`src/rtl/wb_glitch_gen.sv`:
```
// Wishbone-programmable glitch pulse generator: delay, width, gap and count are
// set by firmware; a sequence starts from a CTRL write or a synchronised trigger edge.
module wb_glitch_gen #(
    parameter logic [31:0] BASE_ADDRESS = 32'h3000_0100,
    parameter int unsigned DELAY_W      = 16
) (
    input  logic        clk,
    input  logic        reset_n,
    input  logic        i_wb_cyc,
    input  logic        i_wb_stb,
    input  logic        i_wb_we,
    input  logic [31:0] i_wb_addr,
    input  logic [31:0] i_wb_data,
    output logic        o_wb_ack,
    output logic        o_wb_stall,
    output logic [31:0] o_wb_data,
    input  logic        trig_i,
    output logic        glitch,
    output logic        busy
);

    typedef enum logic [1:0] {S_IDLE, S_DELAY, S_PULSE, S_GAP} state_t;

    state_t             r_state, w_state_nx;
    logic [DELAY_W-1:0] r_cnt, w_cnt_nx;
    logic [DELAY_W-1:0] r_delay, r_gap, w_width_m1, w_gap_m1;
    logic [7:0]         r_width, r_count, r_pd, w_pd_nx, w_pd_inc, w_count_eff;
    logic               r_glitch, w_glitch_nx;
    logic               r_done, w_done_nx, r_aborted, w_aborted_nx;
    logic               r_ext_en;
    logic [1:0]         r_sync;
    logic               r_sync_d;
    logic               r_ack;
    logic [31:0]        r_rdata, w_rmux;
    logic               w_acc, w_wr, w_rd, w_ctrl_wr, w_start, w_abort, w_idle, w_trig_ev;
    logic [2:0]         w_reg;
    logic               w_unused;

    assign w_acc     = i_wb_cyc & i_wb_stb & (i_wb_addr[31:5] == BASE_ADDRESS[31:5]);
    assign w_wr      = w_acc & i_wb_we;
    assign w_rd      = w_acc & ~i_wb_we;
    assign w_reg     = i_wb_addr[4:2];
    assign w_ctrl_wr = w_wr & (w_reg == 3'd0);
    assign w_idle    = (r_state == S_IDLE);
    // abort takes priority over start when both bits arrive in one write
    assign w_start   = w_ctrl_wr & i_wb_data[0] & ~i_wb_data[2];
    assign w_abort   = w_ctrl_wr & i_wb_data[2];
    assign w_trig_ev = r_ext_en & w_idle & r_sync[1] & ~r_sync_d;

    // Zero-valued WIDTH/GAP/COUNT behave as 1; counters hold "cycles remaining minus one".
    assign w_width_m1  = (r_width == 8'd0) ? '0 : DELAY_W'(r_width - 8'd1);
    assign w_gap_m1    = (r_gap == '0) ? '0 : r_gap - DELAY_W'(1);
    assign w_count_eff = (r_count == 8'd0) ? 8'd1 : r_count;
    assign w_pd_inc    = (r_pd == 8'hFF) ? 8'hFF : r_pd + 8'd1;

    assign busy       = ~w_idle;
    assign glitch     = r_glitch;
    assign o_wb_ack   = r_ack;
    assign o_wb_data  = r_rdata;
    assign o_wb_stall = 1'b0;
    assign w_unused   = &{1'b0, i_wb_addr[1:0], i_wb_data};

    always_comb begin
        w_state_nx   = r_state;
        w_cnt_nx     = r_cnt;
        w_glitch_nx  = r_glitch;
        w_pd_nx      = r_pd;
        w_done_nx    = r_done;
        w_aborted_nx = r_aborted;
        case (r_state)
            S_IDLE: begin
                w_glitch_nx = 1'b0;
                if (w_start || w_trig_ev) begin
                    w_state_nx   = S_DELAY;
                    w_cnt_nx     = r_delay;
                    w_done_nx    = 1'b0;
                    w_aborted_nx = 1'b0;
                    w_pd_nx      = 8'd0;
                end
            end
            S_DELAY: begin
                if (r_cnt == '0) begin
                    w_state_nx  = S_PULSE;
                    w_glitch_nx = 1'b1;
                    w_cnt_nx    = w_width_m1;
                end else begin
                    w_cnt_nx = r_cnt - DELAY_W'(1);
                end
            end
            S_PULSE: begin
                if (r_cnt == '0) begin
                    w_glitch_nx = 1'b0;
                    w_pd_nx     = w_pd_inc;
                    if (w_pd_inc == w_count_eff) begin
                        w_state_nx = S_IDLE;
                        w_done_nx  = 1'b1;
                    end else begin
                        w_state_nx = S_GAP;
                        w_cnt_nx   = w_gap_m1;
                    end
                end else begin
                    w_cnt_nx = r_cnt - DELAY_W'(1);
                end
            end
            S_GAP: begin
                if (r_cnt == '0) begin
                    w_state_nx  = S_PULSE;
                    w_glitch_nx = 1'b1;
                    w_cnt_nx    = w_width_m1;
                end else begin
                    w_cnt_nx = r_cnt - DELAY_W'(1);
                end
            end
            default: w_state_nx = S_IDLE;
        endcase
        if (w_abort && !w_idle) begin
            w_state_nx   = S_IDLE;
            w_glitch_nx  = 1'b0;
            w_aborted_nx = 1'b1;
            w_done_nx    = 1'b0;
            w_pd_nx      = r_pd;
        end
    end

    always_ff @(posedge clk or negedge reset_n) begin
        if (!reset_n) begin
            r_state   <= S_IDLE;
            r_cnt     <= '0;
            r_glitch  <= 1'b0;
            r_pd      <= 8'd0;
            r_done    <= 1'b0;
            r_aborted <= 1'b0;
        end else begin
            r_state   <= w_state_nx;
            r_cnt     <= w_cnt_nx;
            r_glitch  <= w_glitch_nx;
            r_pd      <= w_pd_nx;
            r_done    <= w_done_nx;
            r_aborted <= w_aborted_nx;
        end
    end

    always_comb begin
        w_rmux = '0;
        case (w_reg)
            3'd0:    w_rmux[1] = r_ext_en;
            3'd1:    w_rmux[DELAY_W-1:0] = r_delay;
            3'd2:    w_rmux[7:0] = r_width;
            3'd3:    w_rmux[DELAY_W-1:0] = r_gap;
            3'd4:    w_rmux[7:0] = r_count;
            3'd5:    w_rmux = {16'b0, r_pd, 5'b0, r_aborted, r_done, busy};
            default: w_rmux = '0;
        endcase
    end

    // Timing parameters are frozen while a sequence runs; ext_en is always writable.
    always_ff @(posedge clk or negedge reset_n) begin
        if (!reset_n) begin
            r_delay  <= '0;
            r_width  <= 8'd0;
            r_gap    <= '0;
            r_count  <= 8'd0;
            r_ext_en <= 1'b0;
            r_ack    <= 1'b0;
            r_rdata  <= 32'd0;
            r_sync   <= 2'b00;
            r_sync_d <= 1'b0;
        end else begin
            r_ack    <= w_acc;
            r_rdata  <= w_rd ? w_rmux : 32'd0;
            r_sync   <= {r_sync[0], trig_i};
            r_sync_d <= r_sync[1];
            if (w_ctrl_wr) begin
                r_ext_en <= i_wb_data[1];
            end
            if (w_wr && w_idle) begin
                case (w_reg)
                    3'd1:    r_delay <= i_wb_data[DELAY_W-1:0];
                    3'd2:    r_width <= i_wb_data[7:0];
                    3'd3:    r_gap   <= i_wb_data[DELAY_W-1:0];
                    3'd4:    r_count <= i_wb_data[7:0];
                    default: ;
                endcase
            end
        end
    end

endmodule

```
`config.mk`:
```
export PLATFORM = sky130hd
export DESIGN_NAME = wb_glitch_gen
export DESIGN_NICKNAME = d
export VERILOG_FILES = /design/src/rtl/wb_glitch_gen.sv
export SDC_FILE = /design/constraint.sdc
export NUM_CORES = 1
export LEC_CHECK = 0
export CORE_ASPECT_RATIO = 1.75
export CORE_MARGIN = 2
export CORE_UTILIZATION = 45
export CTS_CLUSTER_DIAMETER = 120
export DETAILED_ROUTE_END_ITERATION = 8
export GPL_ROUTABILITY_DRIVEN = 0
export GPL_TIMING_DRIVEN = 0
export MAX_ROUTING_LAYER = met4
export PLACE_DENSITY = 0.7
export SYNTH_ARGS = -nofsm -noshare
export SYNTH_HDL_FRONTEND = slang
export SYNTH_SLANG_ARGS = --single-unit
```
`constraint.sdc`:
```
create_clock -name clk -period 4.11 [get_ports clk]
set_clock_uncertainty 0.2 [all_clocks]
set_input_delay 0.6165 -clock clk [delete_from_list [all_inputs] [get_ports clk]]
set_output_delay 0.6165 -clock clk [all_outputs]
set_load 0.03 [all_outputs]
```
# Yosys cells after proc, flatten, opt, wreduce, memory -nomap -nowiden
# Cells that the tools add are included.
totals:
  reg_bits: 98
  inputBits: 70
  out_inout_bits: 36
  word_cells: 112
op_classes:
  add_sub_neg: 4
  n_eq_ne: 18
  mux: 34
  bitwise: 16
  n_reduce_logical: 25
op_table:
  columns: ["op", "count"]
  rows:
  - ["16-bit two-way mux", 7]
  - ["16-bit one-hot mux with 3 select lines", 1]
  - ["16-bit zero test", 2]
  - ["8-bit two-way mux", 4]
  - ["16-bit by 1-bit subtractor with 16-bit output, second input constant", 2]
  - ["6-bit one-hot mux with 5 select lines", 1]
  - ["27-bit by 25-bit equality test with 1-bit output, second input constant", 1]
  - ["8-bit one-hot mux with 3 select lines", 1]
  - ["8-bit zero test", 2]
  - ["8-bit one-hot mux with 2 select lines", 1]
  - ["2-bit AND reduction", 7]
  - ["1-bit AND", 11]
  - ["2-bit two-way mux", 5]
  - ["1-bit two-way mux", 9]
  - ["3-bit inequality test, second input constant", 3]
  - ["8-bit by 1-bit subtractor with 9-bit output, second input constant", 1]
  - ["8-bit by 1-bit adder with 8-bit output, second input constant", 1]
  - ["8-bit equality test", 1]
  - ["8-bit equality test, second input constant", 1]
  - ["4-bit AND reduction", 2]
  - ["3-bit by 2-bit equality test with 1-bit output, second input constant", 2]
  - ["3-bit equality test, second input constant", 2]
  - ["3-bit by 1-bit inequality test with 1-bit output, second input constant", 2]
  - ["1-bit one-hot mux with 6 select lines", 1]
  - ["other kinds (19)", 27]

# Depth between registers and ports, before layout
logic_depth:
  word_depth: 10
  depth_mapped: 12
  mapped_depth_nobuf: 9

# Worst setup path before layout
# Ideal clock, no wire load.
synth_path:
  kind: "register -> register"
  start: "register r_pd[0]"
  end: "register r_cnt[13]"
  setup_time_ns: 0.125
  arrival_time_ns: 3.046
  t_required_ns: 3.785
  setup_slack_ns: 0.739
  path_stages_with_launch: 13
  path_buffers: 4
  synth_period_minus_slack_ns: 3.371
  path_cell_list: "dfrtp_1 ha_1 buf_4 and4_1 buf_4 nand2_2 a32o_1 or4_1 or4_1 buf_2 o21a_1 buf_6 mux2_4"
synth_via:
  elab_chain_cells: 5
  word_cells_on_any_way: 6
  cone_classes: "1 x add/sub; 3 x eq/ne; 1 x mux; 1 x reduce/logical"
synth_rtl:
  columns: ["item", "line_no", "rtl"]
  rows:
  - ["from (decl)", "27", "logic [7:0] r_width, r_count, r_pd, w_pd_nx, w_pd_inc, w_count_eff;"]
  - ["from (signal assigned)", "137", "r_pd <= w_pd_nx;"]
  - ["8-bit by 1-bit adder with 8-bit output or 8-bit equality test (tied branches)", "54", "assign w_pd_inc = (r_pd == 8'hFF) ? 8'hFF : r_pd + 8'd1;"]
  - ["8-bit two-way mux (*)", "54", null]
  - ["8-bit equality test (*)", "94", "if (w_pd_inc == w_count_eff) begin"]
  - ["3-bit inequality test (no line) (*)", null, null]
  - ["2-bit AND reduction (no line) (*)", null, null]
  - ["to (signal assigned)", "135", "r_cnt <= w_cnt_nx;"]
  - ["to (decl)", "25", "logic [DELAY_W-1:0] r_cnt, w_cnt_nx;"]
# Every way passes the cells marked *; elsewhere a longest branch is shown, timed or not.
# A chain may end at the register's enable or synchronous reset.

# Worst setup path in the final report
layout_path:
  start: "input i_wb_addr[6]"
  end: "register r_delay[14]"
layout_via:
  elab_chain_cells: 5
layout_rtl:
  columns: ["item", "line_no", "rtl"]
  rows:
  - ["from (decl)", "12", "input logic [31:0] i_wb_addr,"]
  - ["27-bit by 25-bit equality test with 1-bit output", "39", "assign w_acc = i_wb_cyc & i_wb_stb & (i_wb_addr[31:5] == BASE_ADDRESS[31:5]);"]
  - ["1-bit AND", "39", null]
  - ["named net w_acc", "35", "logic w_acc, w_wr, w_rd, w_ctrl_wr, w_start, w_abort, w_idle, w_trig_ev;"]
  - ["1-bit AND", "40", "assign w_wr = w_acc & i_wb_we;"]
  - ["1-bit logical AND", "176", "if (w_wr && w_idle) begin"]
  - ["2-bit AND reduction (no line)", null, null]
  - ["to (signal assigned)", "178", "3'd1: r_delay <= i_wb_data[DELAY_W-1:0];"]
  - ["to (decl)", "26", "logic [DELAY_W-1:0] r_delay, r_gap, w_width_m1, w_gap_m1;"]
# The timed path passes the listed nets, and every way through them passes these cells.

==> reports/metrics.yaml <==
ys_async_sr_fraction_pct: 100.0
first_global_vias: 5521
first_pass_iters: 5
cp.required_ns: 4.14
maxCapViolCount: 0
start_kind: "input pin"
finalHoldViolCount: 0
final_layout_size_suffix_gt1_share_pct: 13.88
synth_cell_types: 63
period_needed_ns: 4.118
cts_sinks: 98
setup_violations: 4
multi_input_area_um2: 3219
dp_hpwl_um: 14010
grt_max_degree: 51
path_clk_slew_ns: 0.07
syn_to_final_growth_pct: 21.55
fmax_ghz: 0.2429
status: "finished with violations"
ys_seq_area_share_pct: 41.13
ys.flop_type: "dfrtp_1"
finalCritPeriodShare_pct: 100.2
synth_edf_count: 0
wl_per_cell_um: 20.16
post_cts_buffers: 0
p_int_w: 0.001456
drtAntennaViolNets: 0
p_leak_nw: 3.199
finalCoreUtilization_pct: 56.02
dieArea_um2: 14220
cp-end-kind: "register"
violations: "setup timing"
slew_violations: 0
ir_drop_mv: 0.1884
power.switching_w: 0.0004913
final.setup.worst_slack_ns: -0.007772
synthCells: 633
drc_errors: 0
ys_ff_latch: 98
power_frac_comb_pct: 7.9
cts_root_buf: "clkbuf_16"
rows: 55
die_w_um: 91.01
portBuffers: 69
grt_overflow: 0
drt_iter0_drc: 358
maxSlewHeadroom_pct: 8.669
nNetsFinal: 808
synth_warnings: 0
power_w: 0.001948
cts_buffers: 9
track_usage_pct: 26.50
final_common_cell: "dfrtp_1"
holdBufCountCts: 0
synth_area_um2: 5962
p_seq_share_pct: 49.6
syn_avg_cell_area_um2: 9.419
seqCellArea_um2: 2452
start_util_pct: 46.08
htree_levels: 3
cts_tree: "built"
antenna_found_initial: 0
worst_ep_arrival_time_ns: 4.15
switching_share_pct: 25.23
clock_path_buffers: 2
insertion_delay_ns: 0.35
drt-total-wl_um: 18270
hp-class: "input pin to asynchronous set/reset pin"
p_per_area_nw_per_um2: 268.8
antenna_cells: 0
power.share.clock_pct: 42.5
layout_common_cells: "dfrtp_1 (98), clkdlybuf4s50_1 (68), nor2_1 (46), mux2_2 (46)"
vias_per_cell: 6.021
rsz0062_at_grt: "yes"
grt_pass1_wl_um: 28740
nFillCells: 1197
critical_path_class: "input pin to register"
fp.coreArea_um2: 12940
ios: 106
regToRegSetupSlack_ns: 0.35
die_y_um: 156.3
crit_fanout: 10
worst_pin_slew_ns: 1.359
num_vias: 5455
-- kinds of logic (layout without fill, tap and decap cells) --
logic type	after synthesis	count (layout)	synth area share [%]
buffers and inverters	73	159	6.044
other	1	17	0.06290
multiplexers	66	66	12.47
XOR/XNOR	26	26	3.819
adder cells (fa/ha/maj)	8	8	1.679
flip-flops	98	98	41.13
AND/OR/NAND/NOR	209	209	17.94
AO/OA/AOI/OAI	152	152	16.85
-- cell usage after synthesis (all sizes together), types with 5 or more instances --
master	n	area, um2
nor2	46	172.7
nor3	36	180.2
or4	5	37.54
a22oi	5	37.54
nand4	5	31.28
ha	8	100.1
a221oi	8	70.07
nand2	46	175.2
or3	8	50.05
a21oi	45	225.2
nand3	8	40.04
o21ai	29	145.1
mux2i	15	150.1
o22ai	6	37.54
dfrtp	98	2452
buf	27	187.7
a211oi	10	80.07
mux2	51	593.1
xnor2	16	140.1
inv	19	71.32
nor4	20	125.1
clkbuf	25	93.84
xor2	10	87.58
-- sequential cells by signal, summed over array words and instances (netlist names) --
name and count:
r_pd 8, r_ext_en 1, glitch 1, r_state 2, r_sync 2, r_width 8
r_gap 16, r_delay 16, r_count 8, r_done 1, o_wb_data 16, r_sync_d 1
r_aborted 1, r_cnt 16, o_wb_ack 1
-- power by group through the flow --
| stage | Sequential, W | Clock (W) | Combinational [W] |
|---|---|---|---|
| floorplan | 0.000985 | 0 | 0.0000635 |
| global placement | 0.000985 | 0 | 0.000147 |
| detailed placement | 0.000985 | 0 | 0.000153 |
| CTS | 0.000965 | 0.000836 | 0.000154 |
| global route | 0.000965 | 0.000882 | 0.000165 |
| finish | 0.000965 | 0.000829 | 0.000154 |
-- cell type report --
type	instances	area share [%]
Multi-Input combinational cell	478	44.42
Sequential cell	98	33.84
Timing Repair Buffer	70	9.876
Buffer	52	3.885
Clock buffer	9	3.108
Tap cell	171	2.952
Inverter	21	1.088
Clock inverter	7	0.8287
-- worst max-delay path: stages --
cell             delay (ns)
clkdlybuf4s50_1        0.40
nor4_1                 0.30
nand4b_1               0.32
nor2_1                 0.24
nand3_1                0.23
nor3_1                 1.09
clkbuf_1               0.53
mux2_2                 0.40
-- layer usage --
metal | global-route usage, % | share of wire [%] | wire length [um]
met5 | - | 0 | 0
met4 | 15.73 | 5.9 | 1087
met3 | 3.467 | 4.9 | 901
met2 | 46.56 | 52 | 9580
met1 | 28.34 | 37 | 6700
-- final timing paths --
check | startpoint | to | cells after the start
max | i_wb_addr[6] | r_delay[14] | 8
min | reset_n | o_wb_data[6] | 1
max reg2reg | r_pd[0] | r_cnt[13] | 12
min reg2reg | r_sync[0] | r_sync[1] | 0
max in group asynchronous | reset_n | o_wb_data[13] | 2
min in group clk | r_sync[0] | r_sync[1] | 0
-- through the flow --
stage / std cells / hold WS [ns] / setup TNS, ns / cell area (um2) / worst slack, ns
floorplan: 649 / 0.1209 / 0 / 6022 / 0.7387
global placement: 889 / 0.1320 / -141.46 / 6927 / -1.387
detailed placement: 890 / 0.1379 / -7.361 / 6952 / -0.5239
CTS: 906 / 0.1257 / 0 / 7242 / 0.05694
global route: 906 / 0.1483 / -0.7967 / 7247 / -0.08186
finish: 906 / 0.09812 / -0.01114 / 7247 / -0.007772
-- repair_timing --
item                       4_1_cts  5_1_grt
setup endpoints to repair        7       17
resized for setup                1        1
hold endpoints to repair         0        0
Note: power is estimated with default switching activity, not from simulation.
==> edit 1, RTL diff (same settings) <==
Re-encode `state_t` (4 states) as one-hot, 4 bits wide.
--- a/src/rtl/wb_glitch_gen.sv
+++ b/src/rtl/wb_glitch_gen.sv
@@ -20,5 +20,5 @@
 );
 
-    typedef enum logic [1:0] {S_IDLE, S_DELAY, S_PULSE, S_GAP} state_t;
+    typedef enum logic [3:0] {S_IDLE = 4'b0001, S_DELAY = 4'b0010, S_PULSE = 4'b0100, S_GAP = 4'b1000} state_t;
 
     state_t             r_state, w_state_nx;
Function: no difference found for any inputs over 4 cycles, from zero or initial values and one cycle with reset_n low; so few cycles prove little.
==> edit 1 against the unedited design <==
Count of clock-buffer cells in the layout up 4. Synthesized area is 0.69% higher. Sequential cell count is 2 higher. Cell area increased by 0.78%. Wire length down 9.3%. Die area increased by 0.67%. Power grew 2.6%. Worst setup slack gained 0.31 ns.
==> edit 1: results (changes against the unedited design) <==
Run status
  – Status: completed (was finished, violations left)

Global route
  – Largest net degree at the start of global routing: 60 (was 51)
  – Grt met2 use: 0.4519 (was 0.4656)
  – Vias in the first global route: 5324 (was 5521)
  – Met3 Usage GRT: 0.01781 (was 0.03467)
  – M1 GR Usage: 0.2454 (was 0.2834)
  – First-pass GRT wire length: 26470 um (was 28740 um)
  – GRT Resource Usage Total: 0.2411 (was 0.2650)
  – Initial antenna violation count: 0 (unchanged)

Route
  – Avg WL per Cell: 18.68 um (was 20.16 um)
  – Drt initial violations: 272 (was 358)
  – First drt pass iteration count: 6 (was 5)
  – Via-per-instance ratio: 5.852 (was 6.021)
  – Routed via count: 5191 (was 5455)

Clock tree
  – Clock Path Buffers: 2 (unchanged)
  – TritonCTS Buffers: 9 (unchanged)
  – Clock transition at the registers of the reported paths: 0.06 ns
  – Clock Latency Late Sink: 0.35 ns (about the same)
  – Post-CTS setup buffers: 0 (unchanged)
  – Root buf cell: clkbuf_16 (unchanged)

Worst hold path
  – Class of the worst hold path: in2async (unchanged)

Synthesis
  – Most used DFF post-synth: dfrtp_1 (unchanged)
  – Synth unique cells: 68 (was 63)
  – Post-synth ARST share: 1.000 (unchanged)
  – Commonest cells post-synth: 99 x dfrtp_1, 55 x nand2_1, 52 x mux2_2 (was 98 x dfrtp_1, 46 x mux2_2, 46 x nor2_1)
  – Synth warn: 0 (unchanged)
  – Synth Area per Inst: 9.777 sq um (was 9.419 sq um)
  – Seq/Total Area, Yosys: 0.4170 (was 0.4113)
  – Synth area leaders: dfrtp_1 41%, mux2_2 9.8%, nand2_1 3.4% (was dfrtp_1 41%, mux2_2 8.7%, a21oi_1 3.8%)

Layout
  – Net count, final: 789 (was 808)
  – Layout cells sized above 1: 0.1508 (was 0.1388)
  – N_diodes: 0 (unchanged)

Timing
  – Slew Limit Headroom: 0.2631 (was 0.08669)
  – # setup viols final: 0 (was 4)

Power and ir drop
  – Static Leakage: 0.003231 uW (was 0.003199 uW)
  – Maximum VDD drop: 0.0001787 V (was 0.0001884 V)

Placed design
  – Placement Setup Slack: 0.001640 ns (was -0.5239 ns)
  – Cells after DPL: 871 (was 890)
  – I/O Buffers: 69 (unchanged)
  – DP HPWL: 13130 um (was 14010 um)

Setup path
  – CP max FO: 10 (unchanged)
  – Reg2reg setup slack: 0.32 ns (was 0.35 ns)
  – Capturing point of the worst reg2reg path: r_pd[1] (was r_cnt[13])
  – Reg2reg start: r_cnt[0] (was r_pd[0])
  – Crit path DAT: 3.85 ns (was 4.15 ns)
  – R2R cell count: 9 (was 12)
edit 1: changes by cell type after synthesis, sizes merged, moves of 6 or more:
cell   change
nor2       -9
nor3      -19
a22oi      +9
mux2       +6
a21oi     -17
nand2     +10
edit 1: timing repair:
item,CTS,global route
resized for setup,0,1
endpoints found under the setup margin,0,4
endpoints found under the hold margin,0,0
edit 1: final cells by class:
type | instances | area, sq um
buffer | 46 | 256.5
clock buffer | 13 | 260.3
clock inverter | 3 | 43.79
fill | 1165 | 5703
inverter | 21 | 78.83
multi-input combinational | 463 | 3231
sequential | 100 | 2504
tap | 171 | 214.0
timing repair buffer | 70 | 715.7
edit 1: worst max-delay path, stage by stage:
cell and delay [ns]:
clkdlybuf4s50_1 0.41, nor4_1 0.31, nand4b_1 0.17, or2_2 0.31, clkbuf_1 0.22, o21ai_0 0.91, and2_1 0.27, buf_6 0.15
buf_6 0.17, mux2_4 0.31
edit 1: how the worst max path moves through the flow:
stage	start	to	slack (ns)	cells after the start
after CTS	r_state[0]	r_gap[13]	0.29	5
after detailed placement	i_wb_addr[9]	r_gap[13]	0.002	8
after floorplan	i_wb_addr[9]	r_gap[10]	1.00	7
after global routing	i_wb_addr[9]	r_cnt[10]	0.19	10
after global placement	reset_n	o_wb_data[11]	-1.33	1
final	i_wb_addr[11]	r_cnt[13]	0.30	10
edit 1: power by group:
group | total [uW] | internal, uW | switching, uW
clock | 872 | 507 | 364
sequential | 986 | 985 | 0.641
combinational | 142 | 64.8 | 76.7
edit 1: per-layer routing:
metal | part of all wire | up-vias
met3 | 0.035 | 49
met4 | 0.044 | 0
met2 | 0.56 | 178
li1 | - | 2433
met5 | 0 | -
met1 | 0.37 | 2531
edit 1: through the flow:
stage	hold slack [ns]	setup TNS, ns	cell area [sq um]	total power, uW
4_1_cts	0.07516	0	7297	2019
2_1_floorplan	0.1209	0	6063	1061
5_1_grt	0.1007	0	7303	2059
6_report	0.06048	0	7303	1999
3_3_place_gp	0.1330	-130.78	6968	1141
3_5_place_dp	0.1594	0	6993	1147
edit 1: kinds of logic after synthesis:
family                   count (synthesis)  share of synthesized area
buffers and inverters                   67                    0.05586
other                                    1                  0.0006247
AO/OA/AOI/OAI                          138                     0.1532
AND/OR/NAND/NOR                        200                     0.1815
multiplexers                            74                     0.1371
adder cells (fa/ha/maj)                  8                    0.01667
flip-flops                             100                     0.4171
XOR/XNOR                                26                    0.03793
==> edit 2, RTL diff (same flow settings) <==
Without the edit above. `DELAY_W`: 16 -> 14.
--- a/src/rtl/wb_glitch_gen.sv
+++ b/src/rtl/wb_glitch_gen.sv
@@ -3,5 +3,5 @@
 module wb_glitch_gen #(
     parameter logic [31:0] BASE_ADDRESS = 32'h3000_0100,
-    parameter int unsigned DELAY_W      = 16
+    parameter int unsigned DELAY_W      = 14
 ) (
     input  logic        clk,
Function: changed (Yosys sat finds a counterexample within 4 cycles, from zero or initial values and one cycle with reset_n low).
==> edit 2 against the unedited design <==
Wire length shrank 7.8%. Largest power group unchanged. Synthesized area shrank 5.4%. Fmax grew 15%. Cell count shrank 7.1%. Sequential cell count shrank 6. Cell area shrank 4.8%. Synthesized cell count shrank 9.5%. Power shrank 4.6%. Worst setup slack gained 0.55 ns.
==> edit 2: results (changes against the unedited design) <==
Layout
  – Fill cells: 1112 (was 1197)
  – Layout cells sized above 1: 0.1795 (was 0.1388)
  – Net count, final: 744 (was 808)

Placed design
  – Placement Setup Slack: 0.5369 ns (was -0.5239 ns)
  – Placed cell area: 6615 sq um (was 6952 sq um)
  – I/O Buffers: 68 (was 69)
  – Cells after DPL: 826 (was 890)
  – DP HPWL: 12720 um (was 14010 um)

Route
  – Drt initial violations: 319 (was 358)
  – DR WL met2: 8858 um (was 9580 um)
  – DR WL met3: 790 um (was 901 um)
  – Avg WL per Cell: 20.00 um (was 20.16 um)
  – Routed via count: 5002 (was 5455)
  – Wl on met1: 6242 um (was 6700 um)

Setup path
  – Critical Path Stages: 5 (was 8)
  – Capturing point of the worst reg2reg path: r_pd[2] (was r_cnt[13])
  – CP startpoint: r_state[0] (was i_wb_addr[6])
  – Crit-path slowest cell: clkdlybuf4s50_1 (was nor3_1)
  – Reg2reg setup slack: 0.96 ns (was 0.35 ns)
  – Reg2reg start: r_cnt[0] (was r_pd[0])

Timing
  – Min Hold Slack: 0.01947 ns (was 0.09812 ns)
  – Post-layout min period: 3.571 ns (was 4.118 ns)
  – Worst Tran Pin Value: 1.123 ns (was 1.359 ns)

Power and ir drop
  – Maximum VDD drop: 0.0002072 V (was 0.0001884 V)

Global route
  – Vias in the first global route: 5111 (was 5521)

Clock tree
  – Post_cts resized: 0 (was 1)

Synthesis
  – Synth Area per Inst: 9.841 sq um (was 9.419 sq um)

Run status
  – Status: completed (was finished, violations left)
-- edit 2: changes by cell type after synthesis, sizes merged, moves of 5 or more --
cell	delta
clkbuf	-8
nand3	+8
and3	+10
nor3	-26
and2	+5
a21oi	-24
nor2	-10
or3	-7
nor4	-6
nor2b	+6
o21ai	+10
a22oi	+6
dfrtp	-6
-- edit 2: final cells by class --
| class | count | area share |
|---|---|---|
| inverters | 17 | 0.009248 |
| clock buffers | 10 | 0.03463 |
| plain buffers | 48 | 0.04334 |
| flip-flops and latches | 92 | 0.3336 |
| multi-input cells | 432 | 0.4397 |
| well taps | 168 | 0.03046 |
| clock inverters | 6 | 0.006709 |
| repair buffers | 69 | 0.1023 |
-- edit 2: cell families after synthesis --
kind of cell / share of synthesized area
compound gates: 0.1622
xor+xnor: 0.03728
fa+ha+maj: 0.01109
buf+inv: 0.06434
flops: 0.4083
mux: 0.1296
other cells: 0.0006650
simple gates: 0.1866
-- edit 2: worst reg2reg max path, stage by stage, from the launching register on --
cell	delay, ns
dfrtp_1	0.40
inv_1	0.14
ha_1	0.29
nor4b_1	0.33
and2_1	0.25
nand3b_1	0.26
a41o_1	0.36
a211oi_2	0.33
buf_2	0.28
a21oi_1	0.09
a21oi_1	0.14
-- edit 2: power by group --
group | switching, uW | internal [uW] | total [uW]
Sequential | 0.826 | 906 | 907
Clock | 379 | 431 | 810
Combinational | 76.4 | 64.3 | 141
-- edit 2: metal layers --
metal  global-route usage  vias to the layer above
li1                     -                     2272
met1               0.2907                     2446
met2               0.4435                      220
met3              0.03911                       64
met4               0.1494                        0
met5                    -                        -
